--- src/rtl/screen_sequencer_if.sv ---
// ----------------------------------------------------------------------------
// vga_pkg / screen_sequencer_if
//
// vga_pkg carries the screen selection type shared by the sequencer and the
// screen selector.
//
// screen_sequencer_if groups the game-flow signals of the screen sequencer.
//   vblnk      vertical blank from the VGA timing chain (rising edge = frame)
//   btn_start  start button level, already synchronised to the pixel clock
//   p1_won     player-1 win event (pulse or level)
//   p2_won     player-2 win event (pulse or level)
//   screen     current screen selection
//   game_rst   one-cycle reset pulse to the game logic on each new game
//   frame_cnt  frames elapsed on the current win screen
//
// Modports:
//   master  the sequencer: consumes the events, drives screen/game_rst/frame_cnt
//   slave   the surrounding system: drives the events, consumes the outputs
//
// WIN_FRAMES must match the WIN_FRAMES of the attached sequencer so that the
// frame_cnt widths agree.
// ----------------------------------------------------------------------------
package vga_pkg;
    typedef enum logic [1:0] {
        START    = 2'd0,
        GAME     = 2'd1,
        PLAYER_1 = 2'd2,
        PLAYER_2 = 2'd3
    } state;
endpackage

interface screen_sequencer_if #(
    parameter int WIN_FRAMES = 300
);
    localparam int CNT_W = $clog2(WIN_FRAMES + 1);

    logic             vblnk;
    logic             btn_start;
    logic             p1_won;
    logic             p2_won;
    vga_pkg::state    screen;
    logic             game_rst;
    logic [CNT_W-1:0] frame_cnt;

    modport master (
        input  vblnk,
        input  btn_start,
        input  p1_won,
        input  p2_won,
        output screen,
        output game_rst,
        output frame_cnt
    );

    modport slave (
        output vblnk,
        output btn_start,
        output p1_won,
        output p2_won,
        input  screen,
        input  game_rst,
        input  frame_cnt
    );
endinterface

--- src/rtl/screen_sequencer.sv ---
// ----------------------------------------------------------------------------
// screen_sequencer
//
// Game-flow controller. Chooses which screen is shown (START, GAME, PLAYER_1,
// PLAYER_2) from the start button and the win events of the game logic.
// Screen changes only happen on a frame boundary (rising edge of vblnk) so a
// switch never tears the picture. Requests seen between boundaries are held
// in sticky flags until the next boundary.
//
// Ports:
//   clk   pixel clock
//   rst   synchronous, active-high reset
//   bus   screen_sequencer_if.master: vblnk, btn_start, p1_won, p2_won in;
//         screen, game_rst, frame_cnt out (all outputs registered)
//
// The screen register is the FSM state; it is exposed directly on bus.screen.
// ----------------------------------------------------------------------------
module screen_sequencer #(
    parameter int WIN_FRAMES = 300
) (
    input  logic                       clk,
    input  logic                       rst,
    screen_sequencer_if.master         bus
);
    import vga_pkg::*;

    localparam int               CNT_W    = $clog2(WIN_FRAMES + 1);
    localparam logic [CNT_W-1:0] CNT_LAST = CNT_W'(WIN_FRAMES - 1);

    state             screen_q,   screen_d;
    logic [CNT_W-1:0] cnt_q,      cnt_d;
    logic             game_rst_q, game_rst_d;
    logic             start_q,    start_d;
    logic             win1_q,     win1_d;
    logic             win2_q,     win2_d;
    logic             vblnk_q;
    logic             btn_q;

    logic             frame_tick;
    logic             start_edge;
    logic             move;

    assign frame_tick = bus.vblnk & ~vblnk_q;
    assign start_edge = bus.btn_start & ~btn_q;

    always_comb begin
        screen_d   = screen_q;
        cnt_d      = cnt_q;
        game_rst_d = 1'b0;
        start_d    = start_q;
        win1_d     = win1_q;
        win2_d     = win2_q;
        move       = 1'b0;

        // Decisions use only flags latched in earlier cycles, so a request
        // arriving together with a tick waits for the following tick.
        case (screen_q)
            START: begin
                if (frame_tick && start_q) begin
                    screen_d   = GAME;
                    game_rst_d = 1'b1;
                    move       = 1'b1;
                end
            end
            GAME: begin
                if (frame_tick && win1_q) begin
                    // Player 1 takes precedence when both wins are pending.
                    screen_d = PLAYER_1;
                    move     = 1'b1;
                end else if (frame_tick && win2_q) begin
                    screen_d = PLAYER_2;
                    move     = 1'b1;
                end
            end
            PLAYER_1, PLAYER_2: begin
                if (frame_tick) begin
                    if (start_q || (cnt_q == CNT_LAST)) begin
                        screen_d = START;
                        move     = 1'b1;
                    end else begin
                        cnt_d = cnt_q + 1'b1;
                    end
                end
            end
            default: begin
                // Unknown encoding: recover at once, no frame boundary needed.
                screen_d = START;
                move     = 1'b1;
            end
        endcase

        if (move) begin
            // A transition discards everything pending, including a press or
            // win event arriving in this very cycle.
            cnt_d   = '0;
            start_d = 1'b0;
            win1_d  = 1'b0;
            win2_d  = 1'b0;
        end else begin
            if (start_edge && (screen_q != GAME)) begin
                start_d = 1'b1;
            end
            if (screen_q == GAME) begin
                if (bus.p1_won) win1_d = 1'b1;
                if (bus.p2_won) win2_d = 1'b1;
            end
        end
    end

    always_ff @(posedge clk) begin
        if (rst) begin
            screen_q   <= START;
            cnt_q      <= '0;
            game_rst_q <= 1'b0;
            start_q    <= 1'b0;
            win1_q     <= 1'b0;
            win2_q     <= 1'b0;
            vblnk_q    <= 1'b0;
            btn_q      <= 1'b0;
        end else begin
            screen_q   <= screen_d;
            cnt_q      <= cnt_d;
            game_rst_q <= game_rst_d;
            start_q    <= start_d;
            win1_q     <= win1_d;
            win2_q     <= win2_d;
            vblnk_q    <= bus.vblnk;
            btn_q      <= bus.btn_start;
        end
    end

    assign bus.screen    = screen_q;
    assign bus.game_rst  = game_rst_q;
    assign bus.frame_cnt = cnt_q;

endmodule

--- src/flat_wrapper.sv ---
// flat-port wrapper written by rule: the top's interface ports become plain ports
module screen_sequencer_flat import vga_pkg::*;
#(
    parameter int WIN_FRAMES = 300
)
  (clk, rst, bus_vblnk, bus_btn_start, bus_p1_won, bus_p2_won, bus_screen, bus_game_rst, bus_frame_cnt);
  screen_sequencer_if #(.WIN_FRAMES(WIN_FRAMES)) bus_i ();
  input  logic clk;
  input  logic rst;
  input wire logic [$bits(bus_i.vblnk)-1:0] bus_vblnk;
  input wire logic [$bits(bus_i.btn_start)-1:0] bus_btn_start;
  input wire logic [$bits(bus_i.p1_won)-1:0] bus_p1_won;
  input wire logic [$bits(bus_i.p2_won)-1:0] bus_p2_won;
  output wire logic [$bits(bus_i.screen)-1:0] bus_screen;
  output wire logic [$bits(bus_i.game_rst)-1:0] bus_game_rst;
  output wire logic [$bits(bus_i.frame_cnt)-1:0] bus_frame_cnt;
  assign bus_i.vblnk = bus_vblnk;
  assign bus_i.btn_start = bus_btn_start;
  assign bus_i.p1_won = bus_p1_won;
  assign bus_i.p2_won = bus_p2_won;
  assign bus_screen = bus_i.screen;
  assign bus_game_rst = bus_i.game_rst;
  assign bus_frame_cnt = bus_i.frame_cnt;
  screen_sequencer #(.WIN_FRAMES(WIN_FRAMES)) u_core (.clk(clk), .rst(rst), .bus(bus_i));
endmodule
--- config.mk ---
export PLATFORM = sky130hd
export DESIGN_NAME = screen_sequencer_flat
export DESIGN_NICKNAME = d
export VERILOG_FILES = /design/src/rtl/screen_sequencer_if.sv /design/src/rtl/screen_sequencer.sv /design/src/flat_wrapper.sv
export SDC_FILE = /design/constraint.sdc
export NUM_CORES = 1
export LEC_CHECK = 0
export CAP_MARGIN = 10
export CORE_MARGIN = 5
export CORE_UTILIZATION = 50
export CTS_BUF_LIST = sky130_fd_sc_hd__clkbuf_2
export CTS_CLUSTER_DIAMETER = 40
export DETAILED_ROUTE_END_ITERATION = 8
export DONT_BUFFER_PORTS = 1
export PLACE_DENSITY = 0.68
export SLEW_MARGIN = 5
export SYNTH_ARGS = -nofsm -noshare
export SYNTH_HDL_FRONTEND = slang
export SYNTH_SLANG_ARGS = --single-unit
--- constraint.sdc ---
create_clock -name clk -period 2.8 [get_ports clk]
set_clock_uncertainty 0.05 [all_clocks]
set_input_delay 0.56 -clock clk [delete_from_list [all_inputs] [get_ports clk]]
set_output_delay 0.56 -clock clk [all_outputs]
set_load 0.01 [all_outputs]
==> results of run 1 <==
[cell usage in the layout, fill, tap and decap left out, types with 2 or more instances in the layout]
master and instances:
sky130_fd_sc_hd__clkbuf_2 3, sky130_fd_sc_hd__nor3_1 16, sky130_fd_sc_hd__dfxtp_1 17, sky130_fd_sc_hd__nand2_1 3
sky130_fd_sc_hd__a21oi_1 2, sky130_fd_sc_hd__a31oi_1 2, sky130_fd_sc_hd__nor2_1 5, sky130_fd_sc_hd__o21ai_0 2
sky130_fd_sc_hd__nand3_1 3, sky130_fd_sc_hd__nand4_1 2, sky130_fd_sc_hd__xnor2_1 4, sky130_fd_sc_hd__xor2_1 4
sky130_fd_sc_hd__and2b_2 2, sky130_fd_sc_hd__nand2b_1 2, sky130_fd_sc_hd__nor2b_1 2, sky130_fd_sc_hd__o21ai_2 2
[cell usage after synthesis, drive strengths merged (2+ instances only)]
| master | instances |
|---|---|
| nor3 | 16 |
| o21ai | 4 |
| or2 | 2 |
| nand2 | 3 |
| a21oi | 2 |
| nand4 | 2 |
| nor2b | 2 |
| dfxtp | 17 |
| xor2 | 4 |
| nor2 | 5 |
| xnor2 | 4 |
| and2b | 2 |
| a31oi | 3 |
| nand3 | 3 |
| nand2b | 2 |
[through the flow]
stage / std cells / power (mW) / utilization / hold WS, ps
global placement: 101 / 0.427 / 0.540 / 472
floorplan: 86 / 0.408 / - / 438
global route: 105 / 0.575 / 0.553 / 196
finish: 105 / 0.538 / 0.553 / 232
detailed placement: 101 / 0.429 / 0.540 / 479
CTS: 105 / 0.543 / 0.553 / 219
[cell type report]
cell class              count  area, um^2  area share
multi-input cells          66         452       0.536
flip-flops and latches     17         340       0.404
well taps                  16        20.0      0.0237
clock buffers               3        15.0      0.0178
repair buffers              1        7.51     0.00890
clock inverters             1        5.00     0.00593
inverters                   1        3.75     0.00445
[sequential cells by signal (all words and copies together) (netlist names)]
name                  count
u_core.bus.frame_cnt      9
u_core.bus.screen         2
u_core.btn_q              1
u_core.bus.game_rst       1
u_core.start_q            1
u_core.vblnk_q            1
u_core.win1_q             1
u_core.win2_q             1
[kinds of logic (layout without fill, tap and decap cells)]
| logic type | Yosys count | after routing | synth area share |
|---|---|---|---|
| AOI/OAI and AO/OA | 11 | 11 | 0.107 |
| xor gates and xnor gates | 8 | 8 | 0.0855 |
| adders and majority gates | 1 | 1 | 0.0153 |
| buffers and inverters | 3 | 6 | 0.0336 |
| DFF | 17 | 17 | 0.415 |
| muxes | 1 | 1 | 0.0122 |
| and+or+nand+nor | 45 | 45 | 0.331 |
[worst min path at each step]
stage	from	end	slack, ps	cells past startpoint
2_1_floorplan	u_core.btn_q$_SDFF_PP0_	u_core.start_q$_SDFFE_PP0P_	440	3
3_3_place_gp	u_core.btn_q$_SDFF_PP0_	u_core.start_q$_SDFFE_PP0P_	470	3
3_5_place_dp	u_core.btn_q$_SDFF_PP0_	u_core.start_q$_SDFFE_PP0P_	480	3
4_1_cts	rst	u_core.bus.screen[1]$_SDFFE_PP0P_	220	1
5_1_grt	rst	u_core.vblnk_q$_SDFF_PP0_	200	1
6_report	rst	u_core.bus.screen[1]$_SDFFE_PP0P_	230	1
[power breakdown]
group / total (mW) / switching (mW) / internal (mW)
Sequential: 0.310 / 0.0405 / 0.270
Combinational: 0.115 / 0.0643 / 0.0503
Clock: 0.113 / 0.0811 / 0.0323
[layer usage]
layer | wire (um) | GRT usage | vias up
met5 | 0 | 0 | -
met4 | 33 | 0.0638 | 0
met3 | 108 | 0.0562 | 5
met2 | 729 | 0.202 | 18
met1 | 815 | 0.197 | 300
li1 | - | - | 325
[worst max-delay path, stage by stage (launching register included)]
cell,delay (ps)
sky130_fd_sc_hd__dfxtp_1,490
sky130_fd_sc_hd__ha_1,290
sky130_fd_sc_hd__nand4b_1,190
sky130_fd_sc_hd__or2_4,310
sky130_fd_sc_hd__a31oi_4,340
sky130_fd_sc_hd__nor3_1,120
==> results.txt, run 1 <==
----------------------------------------------------
[Synthesis]
  Fraction of synthesized cell area taken by the top area cell type ... 0.415
  Flip-flop cell with the highest count after synthesis ... sky130_fd_sc_hd__dfxtp_1
  Share of async-settable or async-resettable flops after synthesis ... 0
  Syn nets ... 93
  Cell type with the highest aggregate area in the netlist ... sky130_fd_sc_hd__dfxtp_1
  Syn Inst Count ... 86
  Distinct cells, synth ... 33
  Number of enable-type register cells in the synthesized netlist ... 0
  Share of the yosys chip area belonging to registers ... 0.415
  Yosys warning total ... 0
  Synthesized area per cell ... 9.53 um^2
  Flop and latch count out of synthesis ... 17
  Post-Synthesis Cell Area ... 820 um^2
  Top area cells in the synthesized netlist ... sky130_fd_sc_hd__dfxtp_1, sky130_fd_sc_hd__nor3_1, sky130_fd_sc_hd__xnor2_1

[Job]
  Reported max-cap violation count ... 0

[Drt]
  Final routed wire length divided by cell count ... 16.1 um
  Detailed-route vias per instance ... 6.17
  Number of detailed-route iterations in the first pass ... 4
  DRT Wirelength ... 1.69 mm
  DRC marker count from the first detailed-route iteration ... 12
  Final antenna-violating net count ... 0
  Via count ... 648
  Residual DRC ... 0

[Setup path]
  Worst setup path category ... flip-flop to flip-flop
  Data arrival time at the worst-slack endpoint ... 2060 ps
  Worst reg-to-reg path cell count ... 5
  Type of element capturing the critical path ... flip-flop
  Worst flop-to-flop path startpoint ... u_core.bus.frame_cnt[0]$_SDFFE_PP0P_
  Critical path peak fanout ... 13
  Worst r2r dst ... u_core.bus.frame_cnt[8]$_SDFFE_PP0P_
  Internal reg-to-reg setup slack ... 880 ps
  Critical path launch point ... u_core.bus.frame_cnt[0]$_SDFFE_PP0P_
  Worst Setup Start Kind ... flip-flop
  Critical Path RT ... 2940 ps
  Worst setup path endpoint ... u_core.bus.frame_cnt[8]$_SDFFE_PP0P_

[Timing]
  Worst-Margin Slew ... 416 ps
  Post-route clock period utilization ... 0.687
  Final max-slew violation count ... 0
  Number of failing hold endpoints at the final stage ... 0
  Final total negative setup slack ... 0 ps
  Max-slew headroom at the worst pin ... 0.719
  Final setup violation count ... 0
  Minimum setup slack in the final design ... 878 ps
  Unrepaired setup endpoints after global routing ... no
  Upper clock frequency limit ... 520 MHz
  Clock period minus worst slack ... 1920 ps

[CTS]
  CTS tree ... built
  Buffer levels on the longest clock path ... 2
  # hold bufs at CTS ... 0
  Total number of clock tree sinks ... 17
  Post-CTS sizing ... 0
  Number of buffers created by CTS ... 3
  CTS root buffer ... sky130_fd_sc_hd__clkbuf_2
  Worst-skew pair later-pin latency ... 310 ps
  Reg clk slew, reported paths ... 180 ps
  Postcts setup bufs ... 0
  # H-tree levels ... 1

[Layout]
  Proportion of layout cells with a drive suffix above 1 ... 0.157
  Non-Filler Cell Area, Final ... 843 um^2
  Number of nets at the end of the flow ... 97
  Number of diodes ... 0
  Number of fill cells ... 137
  Synthesis-to-layout area growth ... 2.90%

[Die]
  Total I/O pin count ... 18
  Area of the die ... 2550 um^2
  Floorplan Core Area ... 1520 um^2
  Cell Rows ... 14
  Initial cell density of the core ... 0.538
  Vertical die dimension ... 50.5 um
  Die span in x ... 50.5 um

[Place]
  Number of input and output port buffers inserted ... 0
  Worst slack after detailed placement ... 923 ps
  Post-place instance area ... 823 um^2
  Final GP Congestion ... 0.845
  Detail Placement HPWL ... 1.19 mm

[Pwr]
  Peak VDD IR ... 341 uV
  Ratio of total power to cell area ... 638 nW/um^2
  Leak ... 0.288 nW

[Run status]
  Run status ... finished, final reports clean

[Global routing]
  Initial antenna violation count ... 0
  Via count of the first global-routing pass ... 619
  Gr usage total ... 0.146
  Maximum number of pins on one net before global-route repair ... 14
  Wire length of the first global-routing pass ... 2.90 mm
  Sum of overflow across all layers after global routing ... 0

[Hold path]
  Type of the tightest min-delay check ... primary input to flip-flop

----------------------------------------------------
(Power assumes the default switching activity.)
==> inputs of run 2 (changes only) <==
- PLACE_DENSITY: 0.68 -> 0.71
- clock period: 2.8 -> 1.7 ns (I/O delays scaled with it)
==> run 2 against run 1 <==
Effect of this change: critical endpoint is now u_core.bus.frame_cnt[1]$_SDFFE_PP0P_; critical path depth is the same; clock-buffer cell count is the same; utilization grew 8.7 points.
==> results.txt, run 2 (same netlist as run 1, synthesis figures left out) <==
----------------------------------------------------
[Hold path]
  Type of the tightest min-delay check ... primary input to flip-flop

[Global routing]
  Initial antenna violation count ... 0 (unchanged)
  Via count of the first global-routing pass ... 667 (+7.8%)
  Gr usage total ... 0.152 (+0.00680)
  Wire length of the first global-routing pass ... 2.97 mm (+2.2%)
  Maximum number of pins on one net before global-route repair ... 14 (unchanged)
  Sum of overflow across all layers after global routing ... 0 (unchanged)

[Layout]
  Number of diodes ... 0 (unchanged)
  Number of flip-flops in the largest register ... 9 (unchanged)
  Multi-input gate area in the final layout ... 452 um^2 (unchanged)
  Number of fill cells ... 134 (-2.2%)
  Most used cells in the layout excluding fill and tap cells ... sky130_fd_sc_hd__dfxtp_1, sky130_fd_sc_hd__nor3_1, sky130_fd_sc_hd__buf_4
  Synthesis-to-layout area growth ... 19.1%
  Flip-flop and latch area ... 340 um^2 (unchanged)
  Finished Core Util ... 0.640 (+0.0870)
  Number of nets at the end of the flow ... 112 (+15%)
  Proportion of layout cells with a drive suffix above 1 ... 0.260 (+0.102)
  Commonest non-fill, non-tap cell in the layout ... sky130_fd_sc_hd__dfxtp_1

[Die]
  Initial cell density of the core ... 0.538 (unchanged)
  Vertical die dimension ... 50.5 um (unchanged)
  Cell Rows ... 14 (unchanged)
  Floorplan Core Area ... 1520 um^2 (unchanged)
  Area of the die ... 2550 um^2 (unchanged)
  Die span in x ... 50.5 um (unchanged)
  Total I/O pin count ... 18 (unchanged)

[Place]
  Final GP Congestion ... 0.851 (+0.71%)
  Detail Placement HPWL ... 1.43 mm (+20%)
  Number of input and output port buffers inserted ... 0 (unchanged)
  Worst slack after detailed placement ... 47.1 ps (-876 ps)

[CTS]
  # H-tree levels ... 1 (unchanged)
  Total number of clock tree sinks ... 17 (unchanged)
  CTS tree ... built
  Worst-skew pair later-pin latency ... 320 ps (about the same)
  Buffer levels on the longest clock path ... 2 (unchanged)
  Reg clk slew, reported paths ... 180 ps (about the same)
  Postcts setup bufs ... 0 (unchanged)
  Post-CTS sizing ... 0 (unchanged)
  Number of buffers created by CTS ... 3 (unchanged)
  CTS root buffer ... sky130_fd_sc_hd__clkbuf_2

[Pwr]
  Peak VDD IR ... 828 uV (+140%)
  Leak ... 0.366 nW (+27%)
  Ratio of total power to cell area ... 971 nW/um^2 (+52%)

[Setup path]
  Critical path peak fanout ... 13 (unchanged)
  Worst setup path category ... flip-flop to flip-flop
  Crit path cell chain ... or4b_4, or2_4, a31oi_4, buf_12, nor3_1
  Max stage delay cell, worst path ... sky130_fd_sc_hd__or4b_4
  Worst Setup Start Kind ... flip-flop
  Critical Path RT ... 1890 ps (-1050 ps)
  Delay of the slowest critical-path stage ... 550 ps (+60 ps)
  Type of element capturing the critical path ... flip-flop
  Data arrival time at the worst-slack endpoint ... 1860 ps (-200 ps)

[Timing]
  Clock period minus worst slack ... 1670 ps (-252 ps)
  Worst Hold Margin ... 52.4 ps (-179 ps)
  Upper clock frequency limit ... 599 MHz (+15%)
  Number of failing hold endpoints at the final stage ... 0 (unchanged)
  Final max-slew violation count ... 0 (unchanged)
  Final setup violation count ... 0 (unchanged)
  Unrepaired setup endpoints after global routing ... yes
  Final total negative setup slack ... 0 ps (unchanged)
  Worst-Margin Slew ... 417 ps (+1.03 ps)
  Post-route clock period utilization ... 0.983 (+0.296)
  Minimum setup slack in the final design ... 29.7 ps (-848 ps)
  Max-slew headroom at the worst pin ... 0.719 (about the same)

[Drt]
  Final routed wire length divided by cell count ... 15.4 um (-4.3%)
  Final antenna-violating net count ... 0 (unchanged)
  DRT Wirelength ... 1.85 mm (+9.4%)
  Residual DRC ... 0 (unchanged)
  Detailed-route vias per instance ... 5.90 (-4.4%)
  Via count ... 708 (+9.3%)
  Number of detailed-route iterations in the first pass ... 3 (-1)
  DRC marker count from the first detailed-route iteration ... 13 (+1)

[Job]
  Reported max-cap violation count ... 0 (unchanged)

[Run status]
  Run status ... finished, final reports clean

----------------------------------------------------
run 2: critical path: cells and delay by family, from the launching register on:
kind,cells,cell delay (ps)
simple gates,3,870
flops,1,350
compound gates,1,160
buf+inv,1,160
run 2: layout make-up:
| type | instances | share of cell area |
|---|---|---|
| tap | 16 | 0.0205 |
| clock buffer | 3 | 0.0154 |
| multi-input combinational | 66 | 0.463 |
| clock inverter | 1 | 0.00769 |
| inverter | 1 | 0.00385 |
| timing repair buffer | 16 | 0.141 |
| sequential | 17 | 0.349 |
run 2: metal layers:
metal | wire length (um) | GRT usage | up-vias
met3 | 123 | 0.0769 | 2
met5 | 0 | 0 | -
met1 | 836 | 0.184 | 348
li1 | - | - | 345
met2 | 875 | 0.240 | 13
met4 | 10 | 0.0383 | 0
run 2: final timing paths:
kind                                              from                                    to  slack [ps]  cells past startpoint
setup / recovery  u_core.bus.frame_cnt[6]$_SDFFE_PP0P_  u_core.bus.frame_cnt[1]$_SDFFE_PP0P_          30                      5
hold / removal                                     rst        u_core.bus.game_rst$_SDFF_PP0_          50                      1
setup reg to reg  u_core.bus.frame_cnt[6]$_SDFFE_PP0P_  u_core.bus.frame_cnt[1]$_SDFFE_PP0P_          30                      5
hold reg to reg             u_core.win1_q$_SDFFE_PP0P_            u_core.win1_q$_SDFFE_PP0P_         500                      2
run 2: metrics by stage:
stage          instance area (um^2)  cells  total power, mW
6_report                        976    120            0.947
5_1_grt                         976    120             1.00
4_1_cts                         966    119            0.951
3_5_place_dp                    933    114            0.758
3_3_place_gp                    933    114            0.744
2_1_floorplan                   820     86            0.672
run 2: power by group:
part | switching (mW) | leakage [nW] | internal (mW)
Sequential | 0.0394 | 0.139 | 0.444
Combinational | 0.144 | 0.215 | 0.124
Clock | 0.140 | 0.0126 | 0.0548
run 2: what timing repair did:
item | 4_1_cts | 5_1_grt
endpoints found under the setup margin | 0 | 12
hold buffers | 1 | 1
endpoints found under the hold margin | 1 | 2
